`config.mk`:
```
export PLATFORM = sky130hd
export DESIGN_NAME = traffic_controller_timed
export DESIGN_NICKNAME = d
export VERILOG_FILES = /design/src/rtl/traffic_controller_timed.sv
export SDC_FILE = /design/constraint.sdc
export NUM_CORES = 1
export LEC_CHECK = 0
export BUFFER_PORTS_ARGS = -buffer_cell sky130_fd_sc_hd__clkbuf_2
export CAP_MARGIN = 20
export CORE_ASPECT_RATIO = 0.8
export CORE_UTILIZATION = 45
export DETAILED_ROUTE_END_ITERATION = 16
export PLACE_DENSITY_LB_ADDON = 0.08
export SYNTH_ARGS = -nofsm -noshare
export SYNTH_HDL_FRONTEND = slang
export SYNTH_SLANG_ARGS = --single-unit
export TNS_END_PERCENT = 5
```
`constraint.sdc`:
```
create_clock -name clk -period 5.25 [get_ports clk]
set_clock_uncertainty 0.2 [all_clocks]
set_input_delay 0.7875 -clock clk [delete_from_list [all_inputs] [get_ports clk]]
set_output_delay 0.7875 -clock clk [all_outputs]
set_load 0.01 [all_outputs]
```
`src/rtl/traffic_controller_timed.sv`:
```
// Timed highway/country light controller: dwell timers, latched country request,
// min/max green and all-red clearance. Optional pedestrian crossing under PED_XING_EN.
module traffic_controller_timed #(
    parameter int unsigned CNT_W         = 8,
    parameter int unsigned HWY_MIN_GREEN = 20,
    parameter int unsigned HWY_YELLOW    = 4,
    parameter int unsigned ALL_RED       = 2,
    parameter int unsigned CTY_MIN_GREEN = 3,
    parameter int unsigned CTY_MAX_GREEN = 15,
    parameter int unsigned CTY_YELLOW    = 4
) (
    input  logic       clk,
    input  logic       rst_n,
    input  logic       start,
    input  logic       x,
`ifdef PED_XING_EN
    input  logic       ped_req,
    output logic       walk,
`endif
    output logic [2:0] highway,
    output logic [2:0] country,
    output logic [2:0] phase
);

    typedef enum logic [2:0] {
        S_HG  = 3'd0,
        S_HY  = 3'd1,
        S_AR1 = 3'd2,
        S_CG  = 3'd3,
        S_CY  = 3'd4,
        S_AR2 = 3'd5
    } state_e;

    localparam logic [2:0] LAMP_RED    = 3'b100;
    localparam logic [2:0] LAMP_YELLOW = 3'b010;
    localparam logic [2:0] LAMP_GREEN  = 3'b001;

    localparam logic [CNT_W-1:0] HG_MIN_C = CNT_W'(HWY_MIN_GREEN - 1);
    localparam logic [CNT_W-1:0] HY_END_C = CNT_W'(HWY_YELLOW - 1);
    localparam logic [CNT_W-1:0] AR_END_C = CNT_W'(ALL_RED - 1);
    localparam logic [CNT_W-1:0] CG_MIN_C = CNT_W'(CTY_MIN_GREEN - 1);
    localparam logic [CNT_W-1:0] CG_MAX_C = CNT_W'(CTY_MAX_GREEN - 1);
    localparam logic [CNT_W-1:0] CY_END_C = CNT_W'(CTY_YELLOW - 1);

    state_e           state_q, state_d;
    logic [CNT_W-1:0] cnt_q, cnt_d;
    logic             req_pend_q, req_pend_d;
    logic [2:0]       highway_q, highway_d;
    logic [2:0]       country_q, country_d;
    logic [2:0]       phase_q, phase_d;

    logic             ped_c;
    logic             cg_hold_c;
    logic             cg_entry_c;

`ifdef PED_XING_EN
    logic ped_pend_q, ped_pend_d;
    logic walk_q, walk_d;

    assign ped_c     = ped_pend_q | ped_req;
    assign cg_hold_c = walk_q;
    assign walk      = walk_q;

    // Pedestrian latch; a served request holds CG to its maximum with walk lit.
    always_comb begin
        ped_pend_d = ped_pend_q;
        walk_d     = walk_q;
        if (start) begin
            if (ped_req) begin
                ped_pend_d = 1'b1;
            end
            if (cg_entry_c) begin
                walk_d     = ped_c;
                ped_pend_d = 1'b0;
            end else if (state_d != S_CG) begin
                walk_d = 1'b0;
            end
        end
    end

    always_ff @(posedge clk or negedge rst_n) begin
        if (!rst_n) begin
            ped_pend_q <= 1'b0;
            walk_q     <= 1'b0;
        end else begin
            ped_pend_q <= ped_pend_d;
            walk_q     <= walk_d;
        end
    end
`else
    assign ped_c     = 1'b0;
    assign cg_hold_c = 1'b0;
`endif

    assign cg_entry_c = (state_d == S_CG) && (state_q != S_CG);

    // Next state, dwell counter and request latch; everything holds while start=0.
    always_comb begin
        state_d    = state_q;
        cnt_d      = cnt_q;
        req_pend_d = req_pend_q;
        if (start) begin
            case (state_q)
                S_HG:  if ((cnt_q >= HG_MIN_C) && (req_pend_q || x || ped_c)) state_d = S_HY;
                S_HY:  if (cnt_q == HY_END_C) state_d = S_AR1;
                S_AR1: if (cnt_q == AR_END_C) state_d = S_CG;
                S_CG: begin
                    if (cnt_q == CG_MAX_C) begin
                        state_d = S_CY;
                    end else if (!cg_hold_c && (cnt_q >= CG_MIN_C) && !x) begin
                        state_d = S_CY;
                    end
                end
                S_CY:  if (cnt_q == CY_END_C) state_d = S_AR2;
                S_AR2: if (cnt_q == AR_END_C) state_d = S_HG;
                default: state_d = S_HG;
            endcase

            if (x && ((state_q == S_HG) || (state_q == S_HY) || (state_q == S_AR1))) begin
                req_pend_d = 1'b1;
            end
            if (cg_entry_c) begin
                req_pend_d = 1'b0;
            end

            if (state_d != state_q) begin
                cnt_d = '0;
            end else if (cnt_q != {CNT_W{1'b1}}) begin
                cnt_d = cnt_q + CNT_W'(1);
            end
        end
    end

    // Lamps decoded from next state so they change on the same edge as phase.
    always_comb begin
        highway_d = LAMP_RED;
        country_d = LAMP_RED;
        phase_d   = state_d;
        case (state_d)
            S_HG: highway_d = LAMP_GREEN;
            S_HY: highway_d = LAMP_YELLOW;
            S_CG: country_d = LAMP_GREEN;
            S_CY: country_d = LAMP_YELLOW;
            default: begin
                highway_d = LAMP_RED;
                country_d = LAMP_RED;
            end
        endcase
    end

    always_ff @(posedge clk or negedge rst_n) begin
        if (!rst_n) begin
            state_q    <= S_HG;
            cnt_q      <= '0;
            req_pend_q <= 1'b0;
            highway_q  <= LAMP_GREEN;
            country_q  <= LAMP_RED;
            phase_q    <= 3'd0;
        end else begin
            state_q    <= state_d;
            cnt_q      <= cnt_d;
            req_pend_q <= req_pend_d;
            highway_q  <= highway_d;
            country_q  <= country_d;
            phase_q    <= phase_d;
        end
    end

    assign highway = highway_q;
    assign country = country_q;
    assign phase   = phase_q;

endmodule

```
==> impl_metrics.yaml, run 1 <==
outcome:
  status: "complete, no violations"
die:
  die_x_um: 56.5
  rows: 15
  chipHeight_um: 45.6
  die_area_mm2: 0.00257
  pin_count: 13
  coreArea_mm2: 0.00220
  initial_core_util_pct: 48.7
yosys:
  avgSynthCellArea_um2: 9.29
  syn_inst: 115
  synth.distinct_cells: 44
  ys_seq_area_share_pct: 42.4
  ys_async_sr_fraction_pct: 100
  yosysTopAreaCell: "dfrtp_1"
  synth_area_leaders: "dfrtp_1, dfstp_2, nor3_1"
  yosys.area.top_type_share_pct: 37.5
  syn-cell-area_mm2: 0.00107
  synth_flop_cell: "dfrtp_1"
  synth_edf_count: 0
  yosys_warnings: 0
  ys_ff_latch: 18
  syn-num-nets: 122
final_layout:
  final_cell_mix: "dfrtp_1, clkbuf_2, nor2_1"
  nNetsFinal: 133
  layout-drive-gt1-share_pct: 23.2
  multi_input_area_um2: 566
  insertedDiodeCount: 0
  seqCellArea_um2: 453
  final_cell_area_mm2: 0.00117
  layout.cells.most_common: "dfrtp_1"
  nFillCells: 198
  syn2layout_area_growth_pct: 9.72
routing:
  avgRoutedWirePerCell_um: 14.2
  wirelength_um: 2140
  drt_pass1_iterations: 4
  dr_total_vias: 935
  drt_iter0_markers: 36
  drc: 0
  ant_nets: 0
  viasPerCell: 6.23
cts:
  cts_resized: 0
  postCtsSetupBuffers: 0
  root_buffer: "clkbuf_4"
  cts.path.max_buffers: 2
  clk_latency_ns: 0.29
  clkSinkCount: 18
  cts_tree: "yes"
  htree_levels: 1
  cts_inserted_buffers: 3
  path_clk_slew_ns: 0.10
  postCtsHoldBufs: 0
setup_path:
  cp.required_ns: 5.28
  critical_path.max_stage_delay_ns: 0.52
  critPathKind: "flip-flop to flip-flop"
  timing.critical_path.from_type: "flip-flop"
  cpMaxStageDelayCell: "or4_4"
  path_cells: "nor4_4, a31oi_2, o31a_1, o22a_2, or4_4, o21ai_2"
  critPathMaxFanout: 8
  critPathArrivalTime_ns: 2.63
  crit_path_end_kind: "flip-flop"
timing:
  hold_viol_final: 0
  setup_viol: 0
  fin_crit_sh_pct: 49.6
  layout_min_cycle_time_ns: 2.60
  slew_headroom_pct: 63.4
  maxClockFrequency_mhz: 384
  setup_tns_ns: 0
  worst_pin_slew_ns: 0.544
  rsz0062_at_grt: "no"
  maxSlewViolCount: 0
grt:
  grt_pass1_vias: 803
  grt_max_degree: 19
  grt_first_pass_wirelength_um: 3630
  antenna_found_initial: 0
  grt_usage_pct: 18.2
  grt_overflow: 0
power:
  ir_drop_v: 0.000238
  power.density_mw_per_mm2: 458
  p_leak_nw: 0.524
run:
  drv_cap: 0
worst_hold_path:
  hold_path.class: "primary input to asynchronous set/reset pin"
placement:
  post_dp_cell_area_mm2: 0.00114
  port_buffers: 12
  gp_congestion: 0.827
  hpwlAfterDp_um: 1530
## where the power goes
| part | switching (mW) | internal (mW) | total, mW |
|---|---|---|---|
| sequential | 0.0508 | 0.179 | 0.230 |
| clock | 0.0405 | 0.0422 | 0.0826 |
| combinational | 0.133 | 0.0916 | 0.224 |
| total | 0.224 | 0.313 | 0.537 |
## cell usage after synthesis (2+ instances only)
| library cell | instances |
|---|---|
| dfstp_2 | 2 |
| a21o_1 | 2 |
| clkbuf_1 | 5 |
| dfrtp_1 | 16 |
| and4_2 | 2 |
| o211ai_1 | 2 |
| nor2b_1 | 2 |
| a21oi_1 | 3 |
| ha_1 | 3 |
| nor3_1 | 9 |
| a31oi_1 | 2 |
| nand3_1 | 6 |
| o31ai_1 | 3 |
| inv_1 | 7 |
| nor2_1 | 10 |
| o21ai_0 | 5 |
| nand4_1 | 4 |
| nand2_1 | 6 |
## critical path: cells and delay by family (launching register included)
kind	cells	cell delay [ns]
flip-flops	1	0.47
AO/OA/AOI/OAI	4	0.86
AND/OR/NAND/NOR	2	1.02
## final timing paths
check | startpoint | to | slack (ns) | cells after the start
min in group clk | req_pend_q | req_pend_q | 0.31 | 2
max reg2reg | cnt_q[5] | cnt_q[3] | 2.65 | 6
min reg2reg | req_pend_q | req_pend_q | 0.31 | 2
max in group asynchronous | rst_n | country[2] | 4.29 | 1
max | cnt_q[5] | cnt_q[3] | 2.65 | 6
min | rst_n | cnt_q[5] | 0.22 | 1
## sequential cells by signal, summed over array words and instances, names as in the netlist
| register | cells |
|---|---|
| cnt_q | 8 |
| req_pend_q | 1 |
| phase | 3 |
| country | 3 |
| highway | 3 |
## per-stage QoR
stage	power (mW)	hold slack [ns]	util, %	std cells	setup WS, ns
floorplan	0.390	0.265	-	115	2.87
finish	0.537	0.216	53.4	150	2.65
global placement	0.456	0.296	51.7	146	2.67
detailed placement	0.454	0.288	51.7	146	2.69
global route	0.581	0.257	53.4	150	2.42
CTS	0.539	0.226	53.4	150	2.67
## per-layer routing
layer	vias up	part of all wire [%]	global-route usage, %
met4	0	0.61	7.32
met5	-	0	0
met3	2	6.6	1.99
li1	449	-	-
met1	445	50	26.7
met2	39	42	27.8
## area by class of cell
class | count | share of cell area [%]
flip-flops and latches | 18 | 38.6
inverters | 7 | 2.24
multi-input cells | 84 | 48.2
repair buffers | 12 | 5.12
well taps | 25 | 2.67
clock buffers | 4 | 3.09
## logic make-up after synthesis
| kind of cell | after synthesis | synth area share, % |
|---|---|---|
| xor+xnor | 2 | 1.64 |
| compound gates | 30 | 21.7 |
| flops | 18 | 42.4 |
| fa+ha+maj | 3 | 3.51 |
| buf+inv | 13 | 4.68 |
| simple gates | 49 | 26.1 |
Note: power is estimated with default switching activity, not from simulation.
==> run 2: changes to the inputs <==
--- a/config.mk
+++ b/config.mk
@@ -5,6 +5,7 @@
 export SDC_FILE = /design/constraint.sdc
 export NUM_CORES = 1
 export LEC_CHECK = 0
+export ABC_AREA = 1
 export BUFFER_PORTS_ARGS = -buffer_cell sky130_fd_sc_hd__clkbuf_2
 export CAP_MARGIN = 20
 export CORE_ASPECT_RATIO = 0.8
==> constraint.sdc (replaced) <==
create_clock -name clk -period 2.4 [get_ports clk]
set_clock_uncertainty 0.2 [all_clocks]
set_input_delay 0.36 -clock clk [delete_from_list [all_inputs] [get_ports clk]]
set_output_delay 0.36 -clock clk [all_outputs]
set_load 0.01 [all_outputs]
==> impl_metrics.yaml, run 2 <==
power:
  ir_drop_v: 0.000458
  switching_power_mw: 0.562
  p_leak_nw: 0.622
  internal_power_mw: 0.697
  clkPwrFrac_pct: 15.0
  switching_share_pct: 44.6
  pwr-share-comb_pct: 47.6
  power.density_mw_per_mm2: 1000
  pwr-share-seq_pct: 37.5
setup_path:
  cp.required_ns: 2.44
  timing.critical_path.from_type: "flip-flop"
  crit_path_end_kind: "flip-flop"
  critPathArrivalTime_ns: 2.19
  critPathKind: "flip-flop to flip-flop"
  critPathMaxFanout: 4
final_layout:
  syn2layout_area_growth_pct: 11.8
  layout-drive-gt1-share_pct: 25.6
  top_register: "cnt_q"
  layout.cells.most_common: "nand2_1"
  nNetsFinal: 168
  final_util_pct: 55.7
  final_cell_mix: "nand2_1, nor2_1, inv_1, dfrtp_1, clkbuf_2"
  largest_reg_flops: 8
  insertedDiodeCount: 0
timing:
  layout_min_cycle_time_ns: 2.15
  worst_pin_slew_ns: 0.430
  maxSlewViolCount: 0
  rsz0062_at_grt: "no"
  hold_viol_final: 0
  slew_headroom_pct: 71.3
  setup_viol: 0
  setup_tns_ns: 0
  fin_crit_sh_pct: 89.6
  maxClockFrequency_mhz: 465
  worst_slack_ns: 0.251
grt:
  grt_pass1_vias: 921
  grt_max_degree: 19
  grt_first_pass_wirelength_um: 4110
  antenna_found_initial: 0
  grt_usage_pct: 20.9
  grt_overflow: 0
run:
  drv_cap: 0
outcome:
  violations: "design-rule violations"
  status: "finished with violations"
cts:
  cts_tree: "yes"
  path_clk_slew_ns: 0.10
  clk_latency_ns: 0.30
  postCtsHoldBufs: 1
  clkSinkCount: 18
  cts_inserted_buffers: 3
  htree_levels: 1
  cts.path.max_buffers: 2
  cts_resized: 0
  postCtsSetupBuffers: 0
  root_buffer: "clkbuf_4"
yosys:
  yosysTopAreaCell: "dfrtp_1"
  synth_edf_count: 0
  ys_async_sr_fraction_pct: 100
  synth.distinct_cells: 27
  syn-num-nets: 151
  synth_flop_cell: "dfrtp_1"
  synth_area_leaders: "dfrtp_1, nand2_1, nor2_1"
  yosys.area.top_type_share_pct: 35.7
  syn_inst: 144
  avgSynthCellArea_um2: 7.79
  ys_seq_area_share_pct: 40.4
  yosys_warnings: 0
  synth_commonest_cells: "nand2_1, nor2_1, dfrtp_1, inv_1, nor2_2"
  syn-cell-area_mm2: 0.00112
  synth.most_common_cell: "nand2_1"
  ys_ff_latch: 18
placement:
  hpwlAfterDp_um: 1960
  gp_congestion: 0.949
  preCtsSetupSlack_ns: 0.282
  port_buffers: 12
die:
  die_x_um: 57.8
  coreArea_mm2: 0.00225
  initial_core_util_pct: 49.8
  die_area_mm2: 0.00270
  rows: 15
  pin_count: 13
  chipHeight_um: 46.7
routing:
  drt_pass1_iterations: 10
  ant_nets: 0
  drt_iter0_markers: 39
  wirelength_um: 2400
  drc: 1
  avgRoutedWirePerCell_um: 13.0
  dr_total_vias: 966
  viasPerCell: 5.22
worst_hold_path:
  hold_path.class: "primary input to flip-flop"
[run 2: cell types whose count changed in the layout (fill, tap and decap cells not counted), moves of 6 or more]
cell	delta
inv_1	+9
nand2_1	+25
nor2_2	+7
nor3_1	-6
nor2_1	+13
[run 2: final timing paths]
check / startpoint / endpoint / slack (ns) / depth (start not counted)
min in group asynchronous: rst_n / cnt_q[1] / 0.32 / 2
worst min register to register: req_pend_q / req_pend_q / 0.35 / 2
worst max-delay path: cnt_q[0] / cnt_q[6] / 0.25 / 13
worst min-delay path: start / cnt_q[2] / 0.18 / 3
max in group asynchronous: rst_n / country[2] / 1.35 / 2
worst max register to register: cnt_q[0] / cnt_q[6] / 0.25 / 13
[run 2: area by class of cell]
cell class,instances,area [um^2]
Tap cell,25,31.3
Sequential cell,18,453
Multi-Input combinational cell,106,593
Inverter,19,71.3
Clock buffer,4,36.3
Fill cell,212,997
Timing Repair Buffer,13,70.1
[run 2: cell families after synthesis]
| family | count (synthesis) | synth area share, % |
|---|---|---|
| AO/OA/AOI/OAI | 8 | 6.13 |
| XOR/XNOR | 7 | 5.46 |
| adder cells (fa/ha/maj) | 3 | 3.34 |
| buffers and inverters | 20 | 6.80 |
| flip-flops | 18 | 40.4 |
| AND/OR/NAND/NOR | 88 | 37.9 |
[run 2: power groups by stage]
stage / Sequential, mW / Combinational (mW) / Clock [mW]
detailed placement: 0.478 / 0.597 / 0
CTS: 0.471 / 0.601 / 0.191
global placement: 0.469 / 0.584 / 0
global route: 0.482 / 0.668 / 0.206
finish: 0.471 / 0.599 / 0.189
floorplan: 0.476 / 0.436 / 0
[run 2: through the flow]
| step | power [mW] | cell area, um^2 | hold WS, ns | std cells |
|---|---|---|---|---|
| 6_report | 1.26 | 1250 | 0.183 | 185 |
| 3_5_place_dp | 1.07 | 1210 | 0.124 | 180 |
| 5_1_grt | 1.36 | 1250 | 0.188 | 185 |
| 2_1_floorplan | 0.912 | 1120 | -0.136 | 144 |
| 3_3_place_gp | 1.05 | 1210 | 0.116 | 180 |
| 4_1_cts | 1.26 | 1250 | 0.186 | 185 |
[run 2: critical path, cell delays in order (launching register included)]
cell and delay [ns]:
dfrtp_1 0.42, inv_1 0.10, ha_1 0.22, nor2_1 0.08, nand2_1 0.06, o21ai_2 0.14
nand3_2 0.13, nand3_2 0.14, nand2_1 0.08, nand2_2 0.09, nand2_2 0.08, nor2_1 0.17
nand3_1 0.09, nand2_1 0.07
[run 2: per-layer routing]
layer	routed length (um)	global-route usage [%]	vias up
met2	1060	32.6	22
met3	94	3.09	5
met4	27	5.71	0
met5	0	0	-
li1	-	-	490
met1	1210	30.3	449
==> run 3: changes to the inputs <==
--- a/config.mk
+++ b/config.mk
@@ -11,7 +11,7 @@
 export CORE_ASPECT_RATIO = 0.8
 export CORE_UTILIZATION = 45
 export DETAILED_ROUTE_END_ITERATION = 16
-export PLACE_DENSITY_LB_ADDON = 0.08
+export SKIP_LAST_GASP = 1
 export SYNTH_ARGS = -nofsm -noshare
 export SYNTH_HDL_FRONTEND = slang
 export SYNTH_SLANG_ARGS = --single-unit
==> impl_metrics.yaml, run 3 (synthesis gave the netlist of run 2 again) <==
final_layout:
  syn2layout_area_growth_pct: 11.8
  insertedDiodeCount: 0
  largest_reg_flops: 8
  final_cell_mix: "nand2_1, nor2_1, inv_1, dfrtp_1, clkbuf_2"
  seqCellArea_um2: 453
  layout.cells.most_common: "nand2_1"
  layout-drive-gt1-share_pct: 25.6
  nFillCells: 220
  multi_input_area_um2: 593
  nNetsFinal: 168
  top_register: "cnt_q"
setup_path:
  crit_path_end_kind: "flip-flop"
  worstSetupStartpoint: "cnt_q[0]"
  critPathMaxFanout: 4
  critPathKind: "flip-flop to flip-flop"
  critPathArrivalTime_ns: 2.22
  cp.required_ns: 2.43
  r2r-end: "cnt_q[6]"
  regToRegSetupSlack_ns: 0.22
  timing.critical_path.from_type: "flip-flop"
  r2r_start: "cnt_q[0]"
  rr_worst_depth: 13
worst_hold_path:
  whs_path_depth: 3
  hold-path-endpoint: "cnt_q[6]"
  hold_path.class: "primary input to flip-flop"
  worstHoldStart: "start"
grt:
  grt_first_pass_wirelength_um: 3820
  grt_max_degree: 19
  grt_usage_pct: 19.1
  grt_overflow: 0
  antenna_found_initial: 0
  grt_pass1_vias: 841
die:
  initial_core_util_pct: 49.8
  pin_count: 13
  die_area_mm2: 0.00270
  rows: 15
  die_x_um: 57.8
  coreArea_mm2: 0.00225
  chipHeight_um: 46.7
timing:
  setup_viol: 0
  slew_headroom_pct: 71.2
  worst_slack_ns: 0.219
  setup_tns_ns: 0
  worst_pin_slew_ns: 0.432
  fin_crit_sh_pct: 90.9
  rsz0062_at_grt: "no"
  maxClockFrequency_mhz: 458
  hold_viol_final: 0
  maxSlewViolCount: 0
  layout_min_cycle_time_ns: 2.18
routing:
  dr_total_vias: 967
  ant_nets: 0
  drc: 1
  wirelength_um: 2370
  avgRoutedWirePerCell_um: 12.8
  drt_iter0_markers: 43
  viasPerCell: 5.23
  drt_pass1_iterations: 10
placement:
  port_buffers: 12
  hpwlAfterDp_um: 1890
  preCtsSetupSlack_ns: 0.292
  gp_congestion: 0.960
outcome:
  status: "finished with violations"
  violations: "design-rule violations"
cts:
  clkSinkCount: 18
  cts_inserted_buffers: 3
  clk_latency_ns: 0.29
  cts_tree: "yes"
  path_clk_slew_ns: 0.11
  root_buffer: "clkbuf_4"
  cts.path.max_buffers: 2
  htree_levels: 1
power:
  p_leak_nw: 0.622
  power.density_mw_per_mm2: 995
  ir_drop_v: 0.000447
  p_total_mw: 1.25
run:
  drv_cap: 0
-- run 3: worst max-delay path by stage --
stage / to / slack, ns / cells past startpoint
floorplan: cnt_q[5] / 0.56 / 13
global placement: cnt_q[6] / 0.30 / 13
finish: cnt_q[6] / 0.22 / 13
CTS: cnt_q[6] / 0.26 / 13
global route: cnt_q[7] / 0.03 / 9
detailed placement: cnt_q[6] / 0.29 / 13
-- run 3: cell type report --
type | instances | area share [%]
clock buffer | 4 | 2.89
inverter | 19 | 5.68
multi-input combinational | 106 | 47.3
sequential | 18 | 36.1
tap | 25 | 2.49
timing repair buffer | 13 | 5.58
-- run 3: power by group --
part / internal, mW / switching [mW] / total [mW]
Combinational: 0.214 / 0.388 / 0.602
Clock: 0.0922 / 0.0894 / 0.182
Sequential: 0.391 / 0.0730 / 0.464
Total: 0.698 / 0.551 / 1.25
-- run 3: what timing repair did --
action                                  CTS  global route
endpoints found under the hold margin    16             0
setup buffers                             0             0
endpoints found under the setup margin    0             0
hold buffers                              1             0
gates resized for setup                   0             0
-- run 3: metrics by stage --
stage	instance area (um^2)	hold WS, ns	util [%]	instances
floorplan	1120	-0.136	-	144
global placement	1210	0.116	53.7	180
detailed placement	1210	0.128	53.7	180
CTS	1250	0.192	55.7	185
global route	1250	0.219	55.7	185
finish	1250	0.191	55.7	185
-- run 3: worst max-delay path: stages (launching register included) --
cell     delay (ns)
dfrtp_1        0.42
inv_1          0.11
ha_1           0.23
nor2_1         0.09
nand2_1        0.08
o21ai_2        0.15
nand3_2        0.14
nand3_2        0.14
nand2_1        0.07
nand2_2        0.09
nand2_2        0.08
nor2_1         0.16
nand3_1        0.09
nand2_1        0.06
-- run 3: per-layer routing --
layer | vias to the layer above | GRT usage [%] | wire (um)
li1 | 488 | - | -
met1 | 450 | 29.8 | 1210
met2 | 27 | 26.9 | 1000
met3 | 2 | 2.53 | 147
met4 | 0 | 5.71 | 13
met5 | - | 0 | 0
